`config.mk`:
```
export PLATFORM = sky130hd
export DESIGN_NAME = pixel_stream_mem_writer
export DESIGN_NICKNAME = d
export VERILOG_FILES = /design/src/rtl/pixel_stream_mem_writer.sv
export SDC_FILE = /design/constraint.sdc
export NUM_CORES = 1
export LEC_CHECK = 0
export ABC_AREA = 1
export CAP_MARGIN = 10
export CORE_MARGIN = 4
export CORE_UTILIZATION = 40
export CTS_CLUSTER_DIAMETER = 150
export CTS_CLUSTER_SIZE = 40
export DETAILED_ROUTE_END_ITERATION = 8
export GPL_TIMING_DRIVEN = 0
export PLACE_DENSITY = 0.58
export SETUP_SLACK_MARGIN = 0.4
export SLEW_MARGIN = 40
export SYNTH_ARGS = -nofsm -noshare
export SYNTH_HDL_FRONTEND = slang
export SYNTH_SLANG_ARGS = --single-unit
export TNS_END_PERCENT = 50
```
`constraint.sdc`:
```
create_clock -name clk -period 4.85 [get_ports clk]
set_input_delay 0.97 -clock clk [delete_from_list [all_inputs] [get_ports clk]]
set_output_delay 0.97 -clock clk [all_outputs]
set_load 0.05 [all_outputs]
```
`src/rtl/pixel_stream_mem_writer.sv`:
```
// pixel_stream_mem_writer
//   Avalon-MM write master. Takes a valid/ready stream of DATA_W-bit pixel
//   words and writes them, one word per transfer, to consecutive word
//   addresses starting at a latched base. A small FIFO absorbs interconnect
//   back-pressure (avm_waitrequest).
//
//   Optional feature macro: PIXW_CONTINUOUS_EN
//     When defined, a completed job restarts at the latched base/count
//     without a new start (frame ring buffer); busy stays high until reset.
//
// Ports
//   clk, reset                 single clock, synchronous active-high reset
//   start, base_addr,          job command; sampled only while idle
//   word_count
//   busy, done                 busy = not idle; done = 1-cycle completion pulse
//   sink_valid/data/ready      input pixel stream
//   avm_address/chipselect/    Avalon-MM write master (word addressed);
//   write/writedata/           all write outputs registered
//   byteenable/waitrequest
module pixel_stream_mem_writer #(
  parameter int ADDR_W     = 14,
  parameter int DATA_W     = 32,
  parameter int FIFO_DEPTH = 8,
  parameter int CNT_W      = 15
) (
  input  logic                clk,
  input  logic                reset,
  input  logic                start,
  input  logic [ADDR_W-1:0]   base_addr,
  input  logic [CNT_W-1:0]    word_count,
  output logic                busy,
  output logic                done,
  input  logic                sink_valid,
  input  logic [DATA_W-1:0]   sink_data,
  output logic                sink_ready,
  output logic [ADDR_W-1:0]   avm_address,
  output logic                avm_chipselect,
  output logic                avm_write,
  output logic [DATA_W-1:0]   avm_writedata,
  output logic [DATA_W/8-1:0] avm_byteenable,
  input  logic                avm_waitrequest
);

  localparam int PTR_W = $clog2(FIFO_DEPTH);
  localparam logic [PTR_W:0] DEPTH_V = (PTR_W+1)'(FIFO_DEPTH);

  typedef enum logic [1:0] {IDLE, RUN, FLUSH} state_t;

  state_t state, state_nxt;

  // FIFO holds words accepted but not yet presented on the bus. The word
  // currently on the bus lives in the avm_* registers and counts toward
  // occupancy, so at most FIFO_DEPTH words are buffered in total.
  logic [DATA_W-1:0] fifo_mem [FIFO_DEPTH];
  logic [PTR_W-1:0]  wr_ptr, rd_ptr;
  logic [PTR_W:0]    fifo_cnt;
  logic [PTR_W:0]    occ;

  logic [CNT_W-1:0]  cnt_lat;    // latched job length
  logic [CNT_W-1:0]  acc_cnt;    // beats accepted this job
  logic [CNT_W-1:0]  cmp_cnt;    // writes completed this job
  logic [ADDR_W-1:0] next_addr;  // address for the next write to present
`ifdef PIXW_CONTINUOUS_EN
  logic [ADDR_W-1:0] base_lat;
`endif

  logic start_go, push, fifo_empty, slot_free, complete;
  logic load, pop, fifo_wr, acc_last, final_cmp;

  always_comb begin
    start_go   = (state == IDLE) && start;
    occ        = fifo_cnt + {{PTR_W{1'b0}}, avm_write};
    sink_ready = (state == RUN) && (occ < DEPTH_V) && (acc_cnt < cnt_lat);
    push       = sink_valid && sink_ready;
    fifo_empty = (fifo_cnt == '0);
    complete   = avm_write && !avm_waitrequest;
    // Output stage may take a new word when idle or finishing this cycle.
    slot_free  = !avm_write || !avm_waitrequest;
    pop        = slot_free && !fifo_empty;
    // With an empty FIFO the incoming beat goes straight to the bus
    // registers, giving accept-to-write latency of one cycle.
    load       = slot_free && (!fifo_empty || push);
    fifo_wr    = push && !(slot_free && fifo_empty);
    acc_last   = push && ((acc_cnt + CNT_W'(1)) == cnt_lat);
    final_cmp  = complete && ((cmp_cnt + CNT_W'(1)) == cnt_lat);
    busy       = (state != IDLE);
  end

  // Next-state logic
  always_comb begin
    state_nxt = state;
    case (state)
      IDLE:  if (start && (word_count != '0)) state_nxt = RUN;
      RUN:   if (acc_last) state_nxt = FLUSH;
      FLUSH: begin
`ifdef PIXW_CONTINUOUS_EN
        if (final_cmp) state_nxt = RUN;
`else
        if (final_cmp) state_nxt = IDLE;
`endif
      end
      default: state_nxt = IDLE;
    endcase
  end

  always_ff @(posedge clk) begin
    if (reset) state <= IDLE;
    else       state <= state_nxt;
  end

  // Job counters and command capture
  always_ff @(posedge clk) begin
    if (reset) begin
      cnt_lat   <= '0;
      acc_cnt   <= '0;
      cmp_cnt   <= '0;
      next_addr <= '0;
`ifdef PIXW_CONTINUOUS_EN
      base_lat  <= '0;
`endif
    end else if (start_go) begin
      cnt_lat   <= word_count;
      acc_cnt   <= '0;
      cmp_cnt   <= '0;
      next_addr <= base_addr;
`ifdef PIXW_CONTINUOUS_EN
      base_lat  <= base_addr;
`endif
    end else begin
      if (push)     acc_cnt   <= acc_cnt + CNT_W'(1);
      if (complete) cmp_cnt   <= cmp_cnt + CNT_W'(1);
      if (load)     next_addr <= next_addr + ADDR_W'(1);  // wraps mod 2^ADDR_W
`ifdef PIXW_CONTINUOUS_EN
      // FIFO is empty and nothing loads on the final completion, so the
      // restart can simply overwrite the counters.
      if (final_cmp) begin
        acc_cnt   <= '0;
        cmp_cnt   <= '0;
        next_addr <= base_lat;
      end
`endif
    end
  end

  // done: zero-length job completes the cycle after start; otherwise the
  // cycle after the final write completes.
  always_ff @(posedge clk) begin
    if (reset) done <= 1'b0;
    else       done <= (start_go && (word_count == '0)) || final_cmp;
  end

  // FIFO storage (no reset needed; pointers define validity)
  always_ff @(posedge clk) begin
    if (fifo_wr) fifo_mem[wr_ptr] <= sink_data;
  end

  always_ff @(posedge clk) begin
    if (reset) begin
      wr_ptr   <= '0;
      rd_ptr   <= '0;
      fifo_cnt <= '0;
    end else begin
      if (fifo_wr) wr_ptr <= wr_ptr + PTR_W'(1);
      if (pop)     rd_ptr <= rd_ptr + PTR_W'(1);
      case ({fifo_wr, pop})
        2'b10:   fifo_cnt <= fifo_cnt + (PTR_W+1)'(1);
        2'b01:   fifo_cnt <= fifo_cnt - (PTR_W+1)'(1);
        default: fifo_cnt <= fifo_cnt;  // none, or simultaneous push/pop
      endcase
    end
  end

  // Bus output registers: only change when the slot is free, so address,
  // data and write hold steady through waitrequest.
  always_ff @(posedge clk) begin
    if (reset) begin
      avm_write     <= 1'b0;
      avm_address   <= '0;
      avm_writedata <= '0;
    end else if (slot_free) begin
      avm_write <= load;
      if (load) begin
        avm_address   <= next_addr;
        avm_writedata <= fifo_empty ? sink_data : fifo_mem[rd_ptr];
      end
    end
  end

  assign avm_chipselect = avm_write;
  assign avm_byteenable = '1;

endmodule

```
Word-level counts from Yosys, hierarchy flattened
Memories as Yosys holds them, arrays and structs flattened. A register that Yosys moved wholly into a read port is not among the register bits.
Cells that the tools add are included.
{"block": "totals", "ff_bits": 119, "ramBits": 256, "inputBits": 66, "out_inout_bits": 55, "memories": 1}
{"memory": "fifo_mem", "words": 8, "width": 32, "read_ports": 1, "rd_clocked_by_memory_dff": 1, "write_ports": 1, "line": "54", "source": "logic [DATA_W-1:0] fifo_mem [FIFO_DEPTH];"}
{"block": "op_classes", "n_addsub": 8, "order_cmp": 2, "eq_ne": 9, "muxes": 12, "reduce_logical": 30}
{"cell": "$mux W32", "count": 1}
{"cell": "$add A15 B1 Y15 const B", "count": 2}
{"cell": "$eq A15 B15 Y1", "count": 2}
{"cell": "$mux W14", "count": 2}
{"cell": "$logic_not A15 Y1", "count": 1}
{"cell": "$lt A15 B15 Y1", "count": 1}
{"cell": "$reduce_bool A15 Y1", "count": 1}
{"cell": "$add A14 B1 Y14 const B", "count": 1}
{"cell": "$logic_and A1 B1 Y1", "count": 13}
{"cell": "$pmux W4 S2", "count": 1}
{"cell": "$add A3 B1 Y3 const B", "count": 2}
{"cell": "$mux W2", "count": 3}
{"cell": "$mux W3", "count": 2}
{"cell": "$pmux W2 S3", "count": 1}
{"cell": "$reduce_bool A2 Y1", "count": 3}
{"cell": "$add A4 B1 Y4", "count": 1}
{"cell": "$add A4 B1 Y4 const B", "count": 1}
{"cell": "$eq A2 B1 Y1 const B", "count": 2}
{"cell": "$eq A2 B2 Y1 const B", "count": 2}
{"cell": "$logic_not A1 Y1", "count": 4}
{"cell": "$logic_not A4 Y1", "count": 1}
{"cell": "$lt A4 B4 Y1 const B", "count": 1}
{"cell": "$ne A2 B2 Y1 const B", "count": 2}
{"cell": "$sub A4 B1 Y4 const B", "count": 1}
{"cell": "7 further kinds", "count": 10}

Depth between registers and ports, before layout
Gate-level depths: netlist of run 1.
{"block": "logic_depth", "word_depth": 9, "depth_mapped": 21}

Worst setup path after synthesis of run 1
No wires, ideal clock.
{"block": "synth_timing", "path_kind": "reg-to-reg", "start": "reg cnt_lat[14]", "end": "mem fifo_mem[0][0] (enable)", "setup_ns": 0.461, "arrival_time_ns": 3.955, "t_required_ns": 4.389, "setup_slack_ns": 0.434, "stages_incl_launch_ff": 12, "n_path_buf": 1, "period_less_slack_ns": 4.416, "cell_sequence": "dfxtp_1 -> inv_1 -> ha_1 -> a21oi_1 -> o21a_1 -> nand2_1 -> a21oi_1 -> nand3_1 -> buf_4 -> nor2_4 -> nand2_2 -> nor3_1"}
{"block": "synth_via", "elab_chain_cells": 6}
{"element": "start: declaration", "line": "59", "source": "logic [CNT_W-1:0] cnt_lat;"}
{"element": "start signal: assignment", "line": "122", "source": "cnt_lat <= word_count;"}
{"element": "$lt A15 B15 Y1", "line": "73", "source": "sink_ready = (state == RUN) && (occ < DEPTH_V) && (acc_cnt < cnt_lat);"}
{"element": "$logic_and A1 B1 Y1", "line": "73"}
{"element": "$logic_and A1 B1 Y1", "line": "74", "source": "push = sink_valid && sink_ready;"}
{"element": "$logic_and A1 B1 Y1", "line": "83", "source": "fifo_wr = push && !(slot_free && fifo_empty);"}
{"element": "$mux W1", "line": "154", "source": "if (fifo_wr) fifo_mem[wr_ptr] <= sink_data;"}
{"element": "$mux W1 (implied by the code)", "line": "154"}
{"element": "end: declaration", "line": "54"}
No other way between the ends.

Worst setup path in the final report of run 1
{"block": "layout_timing", "start": "reg cnt_lat[14]", "end": "out sink_ready"}
{"block": "layout_via", "elab_chain_cells": 2}
{"element": "$lt A15 B15 Y1", "line": "73"}
{"element": "$logic_and A1 B1 Y1", "line": "73"}
{"element": "end: declaration", "line": "35", "source": "output logic sink_ready,"}
No other way between the ends.

==> results of run 1 <==
-- synth_stat cells (2+ instances only) --
| cell | number | share of area |
|---|---|---|
| o21a_1 | 3 | 0.0014 |
| xnor3_1 | 2 | 0.0027 |
| o22ai_1 | 32 | 0.012 |
| clkbuf_1 | 53 | 0.012 |
| o211ai_1 | 6 | 0.0027 |
| a21oi_1 | 104 | 0.031 |
| or2_2 | 4 | 0.0015 |
| xnor2_1 | 7 | 0.0037 |
| inv_2 | 4 | 0.00091 |
| buf_2 | 25 | 0.0076 |
| edfxtp_1 | 256 | 0.46 |
| nand2_2 | 6 | 0.0023 |
| buf_1 | 4 | 0.00091 |
| nand3b_1 | 3 | 0.0014 |
| clkinv_1 | 2 | 0.00045 |
| o221ai_1 | 32 | 0.017 |
| nor2_2 | 10 | 0.0038 |
| nand2_1 | 248 | 0.056 |
| o21ai_0 | 262 | 0.079 |
| o21ai_1 | 27 | 0.0082 |
| buf_6 | 4 | 0.0027 |
| nor2_1 | 224 | 0.051 |
| buf_4 | 8 | 0.0036 |
| nor3_1 | 13 | 0.0039 |
| inv_1 | 87 | 0.020 |
| nor4_1 | 4 | 0.0015 |
| dfxtp_1 | 122 | 0.15 |
| o21bai_1 | 2 | 0.00091 |
| xor2_1 | 10 | 0.0053 |
| nor2_4 | 2 | 0.0014 |
| nand3_1 | 75 | 0.023 |
| ha_1 | 23 | 0.017 |
| nand4_1 | 20 | 0.0076 |
-- final timing paths --
check | start | slack, ps | end
min reg2reg | rd_ptr[2] | 480 | flip-flop
max reg2reg | cnt_lat[14] | 1130 | fifo_cnt[3]
max | cnt_lat[14] | 690 | sink_ready
min | rd_ptr[2] | 480 | flip-flop
-- kinds of logic after synthesis --
family	synth area share
compound gates	0.154
xor+xnor	0.0117
fa+ha+maj	0.0186
buf+inv	0.0482
flops	0.611
other cells	0.000226
simple gates	0.156
-- stage by stage --
stage                     area [sq um]  TNS (ps)
after floorplan                  16600         0
after global placement           18400   -446810
after detailed placement         18800         0
after CTS                        19100         0
after global routing             19100         0
final                            19100         0
-- where the power goes --
part	switching [mW]	total, mW	internal (mW)
clock network	0.966	1.49	0.520
registers	0.209	3.95	3.74
logic	2.67	3.81	1.14
total	3.85	9.25	5.40
-- area by class of cell --
type,instances,area [sq um]
Multi-Input combinational cell,1132,5700
Clock buffer,18,344
Inverter,94,354
Clock inverter,2,22.5
Antenna cell,1,2.50
Fill cell,3853,21800
Sequential cell,378,10100
Tap cell,532,666
Buffer,94,444
Timing Repair Buffer,154,1470
-- worst max-delay path: stages (launching register included) --
cell	delay, ps
dfxtp_1	470
inv_1	150
ha_1	330
a21oi_1	150
o21a_1	140
nand2_1	60
a21oi_1	310
nand2_1	160
inv_1	90
clkdlybuf4s50_1	800
-- state kept, by name, indices dropped and copies added, names as in the netlist, named ones only --
register	cells
next_addr	14
cnt_lat	15
avm_chipselect	1
done	1
state	2
wr_ptr	3
fifo_cnt	4
cmp_cnt	15
fifo_mem	256
avm_writedata	32
acc_cnt	15
rd_ptr	3
avm_address	14
-- layer usage --
metal	wire length (um)	share of wire	global-route usage	vias to the layer above
met2	21300	0.46	0.324	424
met3	3180	0.069	0.0362	30
met5	0	0	0	-
li1	-	-	-	6280
met1	21300	0.46	0.295	6118
met4	358	0.0078	0.0291	0
==> results.md, run 1 <==
* Synth Area per Inst at 9.78 sq um
* Port Buffer Count at 115
* Max Slew Vio Count at 0
* DRC at 0
* H-Tree Level Count at 1
* DR WL/cell at 19.2 um
* First-pass GRT wire length at 71.4 mm
* Required arrival time at the worst endpoint at 3880 ps
* Final setup violating endpoints at 0
* Post-synth EDFFs at 256
* Max_cap viols at 0
* Design Power at 9.25 mW
* Via count at 12,900
* Peak Freq at 240 MHz
* Iter 0 DRT Violations at 1,143
* Post-CTS Setup Repair Bufs at 0
* Tmin final at 4160 ps
* DRT antenna net count at 0
* Die W at 212 um
* Place WS at 1150 ps
* Crit path DAT at 3190 ps
* Initial antenna violation count at 1
* Ratio of final minimum period to clock period at 0.858
* Static leakage at 6.76 nW
* Routability cong. at 0.878
* Critical path peak fanout at 3
* Worst hold path type: reg -> reg
* Reg2reg path depth at 20
* Mapped Cells at 1,695
* CTS tree: built
* Hold Crit Depth at 2
* Crit. End Element: output pin
* Cts repair resizes at 0
* CTS buffer count at 13
* RSZ-0062 raised after global routing: false
* Routed WL at 46.1 mm
* Gr usage total at 0.202
* Finished Layout Cells at 2,405
* CTS Sinks at 378
* Synth unique cells at 44
* Final nets at 1,957
* Clock transition at path regs at 150 ps
* Core Region at 40,900 sq um
* Vias in the first global route at 12,200
* Clk Latency, worst-skew pair at 540 ps
* Area grow syn2layout at 15.4%
* Row count at 74
* CTS root buf: clkbuf_16
* Slew @ Worst Pin at 700 ps
* Hold_buf cts at 0
* Cell Area, Synth at 16,600 sq um
* Layout cell share with drive strength beyond 1 at 0.0689
* Commonest non-fill, non-tap cells in the layout: o21ai_0, edfxtp_1, nand2_1, nor2_1, dfxtp_1
* Crit path kind: reg -> out
* Post-synthesis async set-or-reset flop share at 0
* Register bit count reported by yosys at 378
* DR pass1 iterations at 5
* Clock skew after layout at 24.2 ps
* Final setup margin at 687 ps
* I/O Pins at 121
* Final core occ at 0.467
* Dpl cells at 2,384
* Grt ovf at 0
* Relative slew slack at 0.533
* Peak VDD IR at 0.344 mV
* Sequential share of the synthesized area at 0.611
* Die ar. at 44,700 sq um
* Longest Clk Path Bufs at 3
* PD cells at 484 nW/um^2
* Drt via density at 5.34
* Hold slack at 478 ps
* Hpwl dp at 32.8 mm
* Yosys warnings at 0
* DIE HEIGHT at 212 um
* Top_reg_cell synth: edfxtp_1
* Startpoint Class: flip-flop
* Commonest non-fill, non-tap cell in the layout: o21ai_0
* Status: finished, final reports clean
* Initial Utilization at 0.405
* Final Hold Fails at 0
* Largest net degree at the start of global routing at 42
No activity file was read; power rests on OpenSTA's default activity.
==> run 2: changes to the inputs <==
--- a/config.mk
+++ b/config.mk
@@ -13,7 +13,6 @@
 export CTS_CLUSTER_SIZE = 40
 export DETAILED_ROUTE_END_ITERATION = 8
 export GPL_TIMING_DRIVEN = 0
-export PLACE_DENSITY = 0.58
 export SETUP_SLACK_MARGIN = 0.4
 export SLEW_MARGIN = 40
 export SYNTH_ARGS = -nofsm -noshare
==> results.md, run 2 (synthesis gave the netlist of run 1 again) <==
* Status: finished, final reports clean
* Max Slew Vio Count at 0 (unchanged)
* GRT busiest layer: met2
* Layout cell share with drive strength beyond 1 at 0.0688 (-0.0000735)
* Crit path DAT at 3240 ps (+50 ps)
* Commonest non-fill, non-tap cell in the layout: o21ai_0
* Row count at 74 (unchanged)
* Clock network fraction of design power at 0.162 (about the same)
* RSZ-0062 raised after global routing: false
* Die ar. at 44,700 sq um (unchanged)
* Static leakage at 6.78 nW (+0.25%)
* Vias in the first global route at 12,500 (+2.6%)
* PD cells at 483 nW/um^2 (about the same)
* CTS tree: built
* Routed WL at 46.4 mm (+0.58%)
* DIE HEIGHT at 212 um (unchanged)
* Comb pwr share at 0.411 (about the same)
* Finished Layout Cells at 2,407 (+0.083%)
* Placed cell areas at 18,800 sq um (about the same)
* Hold_buf cts at 0 (unchanged)
* Hpwl dp at 32.8 mm (-0.18%)
* Worst stage delay on the critical path at 800 ps (about the same)
* Crit. End Element: output pin
* Internal power at 5.41 mW (about the same)
* Part of the power in registers at 0.427 (about the same)
* WP depth at 9 (unchanged)
* Final nets at 1,958 (+0.051%)
* Reg2reg path depth at 20 (unchanged)
* Startpoint Class: flip-flop
* Max_cap viols at 0 (unchanged)
* Peak VDD IR at 0.352 mV (+2.4%)
* Crit path kind: reg -> out
* Post-route cell area at 19,100 sq um (+0.12%)
* Grt ovf at 0 (unchanged)
* CTS root buf: clkbuf_16
* Initial Utilization at 0.405 (unchanged)
* Longest Clk Path Bufs at 3 (unchanged)
* I/O Pins at 121 (unchanged)
* DR WL/cell at 19.3 um (+0.49%)
* Commonest non-fill, non-tap cells in the layout: o21ai_0, edfxtp_1, nand2_1, nor2_1, dfxtp_1
* Iter 0 DRT Violations at 1,158 (+1.3%)
* Met1 GRT Util at 0.291 (-0.00405)
* Relative slew slack at 0.505 (-0.0285)
* Max reg flops at 256 (unchanged)
* Hold slack at 476 ps (-1.79 ps)
* Via count at 13,000 (+0.80%)
* Final setup violating endpoints at 0 (unchanged)
* Clock transition at path regs at 150 ps (about the same)
* Post-CTS Setup Repair Bufs at 0 (unchanged)
* Reg with most FFs: fifo_mem
* GR Layer Usage met3 at 0.0326 (-0.00356)
* Required arrival time at the worst endpoint at 3880 ps (about the same)
* Largest registers: fifo_mem x256, avm_writedata x32
* Clock skew after layout at 30.5 ps (+6.30 ps)
* Final Hold Fails at 0 (unchanged)
* Sw Pwr at 3.85 mW (about the same)
* Dpl cells at 2,385 (+0.042%)
* Largest net degree at the start of global routing at 42 (unchanged)
* H-Tree Level Count at 1 (unchanged)
* First-pass GRT wire length at 71.7 mm (+0.43%)
* Core Region at 40,900 sq um (unchanged)
* Critical-path cell list: inv_1, ha_1, a21oi_1, o21a_1, nand2_1, a21oi_1, nand2_1, inv_1, clkdlybuf4s50_1
* Worst hold path type: reg -> reg
* CTS buffer count at 13 (unchanged)
* DR pass1 iterations at 5 (unchanged)
* DRC at 0 (unchanged)
* Sw frac at 0.416 (about the same)
* Worst path slowest cell: clkdlybuf4s50_1
* Hold Crit Depth at 2 (unchanged)
* CP top delay family: buffers and inverters
* Area grow syn2layout at 15.6%
* Cts repair resizes at 0 (unchanged)
* Critical path peak fanout at 3 (unchanged)
* Peak Freq at 238 MHz (-1.0%)
* Ratio of final minimum period to clock period at 0.868 (+0.00909)
* Initial antenna violation count at 1 (unchanged)
* Tmin final at 4210 ps (+44.1 ps)
* Drt via density at 5.38 (+0.72%)
* Die W at 212 um (unchanged)
* Routability cong. at 0.892 (+1.6%)
* Slew @ Worst Pin at 743 ps (+42.8 ps)
* CTS Sinks at 378 (unchanged)
* Port Buffer Count at 115 (unchanged)
* Worst Path Buf+Inv at 3 (unchanged)
* DRT antenna net count at 0 (unchanged)
* Gr usage total at 0.202 (+0.000587)
* Clk Latency, worst-skew pair at 540 ps (about the same)
* GR Util met2 at 0.325 (+0.00132)
[run 2: changes by cell type in the layout (fill, tap and decap cells not counted), sizes merged]
cell,previous run,this run
clkbuf,71,73
clkinv,3,4
inv,93,91
buf,80,81
[run 2: power by group through the flow]
stage | logic [mW] | registers (mW) | clock network, mW
global placement | 3.73 | 4.02 | 0
floorplan | 1.88 | 4.53 | 0
detailed placement | 3.79 | 4.01 | 0
finish | 3.81 | 3.95 | 1.50
CTS | 3.80 | 3.95 | 1.54
global route | 4.17 | 3.99 | 1.65
[run 2: worst paths after layout]
path	start	end	slack [ps]
setup / recovery	cnt_lat[14]	sink_ready	640
hold / removal	rd_ptr[2]	rd_ptr[2]	480
setup reg to reg	cnt_lat[14]	fifo_cnt[3]	1020
hold reg to reg	rd_ptr[2]	rd_ptr[2]	480
[run 2: worst reg2reg max path, stage by stage, from the launching register on]
cell and delay, ps:
dfxtp_1 490, inv_1 160, ha_1 340, a21oi_1 160, o21a_1 140, nand2_1 60
a21oi_1 310, nand3_1 210, buf_4 230, nor2_4 180, inv_1 100, ha_1 230
ha_1 330, nand2_1 90, nor2_1 40, a211oi_1 240, nor2_1 80, nor2_1 90
nand2_1 70, o21ai_0 150, a21oi_1 60
[run 2: cell type report]
type                    count  area (sq um)
flip-flops and latches    378         10100
multi-input cells        1132          5700
plain buffers              94           444
well taps                 532           666
fillers                  3880         21800
clock inverters             1          30.0
repair buffers            155          1470
diodes                      1          2.50
clock buffers              20           352
inverters                  94           354
[run 2: routing by layer]
layer | share of wire | routed length, um
met5 | 0 | 0
met4 | 0.020 | 931
met3 | 0.072 | 3350
met2 | 0.46 | 21200
met1 | 0.45 | 20900
[run 2: through the flow]
step / total power, mW / setup WS, ps / util / TNS, ps
final: 9.26 / 642 / 0.468 / 0
after global routing: 9.81 / 495 / 0.468 / 0
after CTS: 9.28 / 589 / 0.468 / 0
after detailed placement: 7.80 / 1030 / 0.459 / 0
after global placement: 7.74 / -2440 / 0.450 / -453530
after floorplan: 6.41 / 434 / - / 0
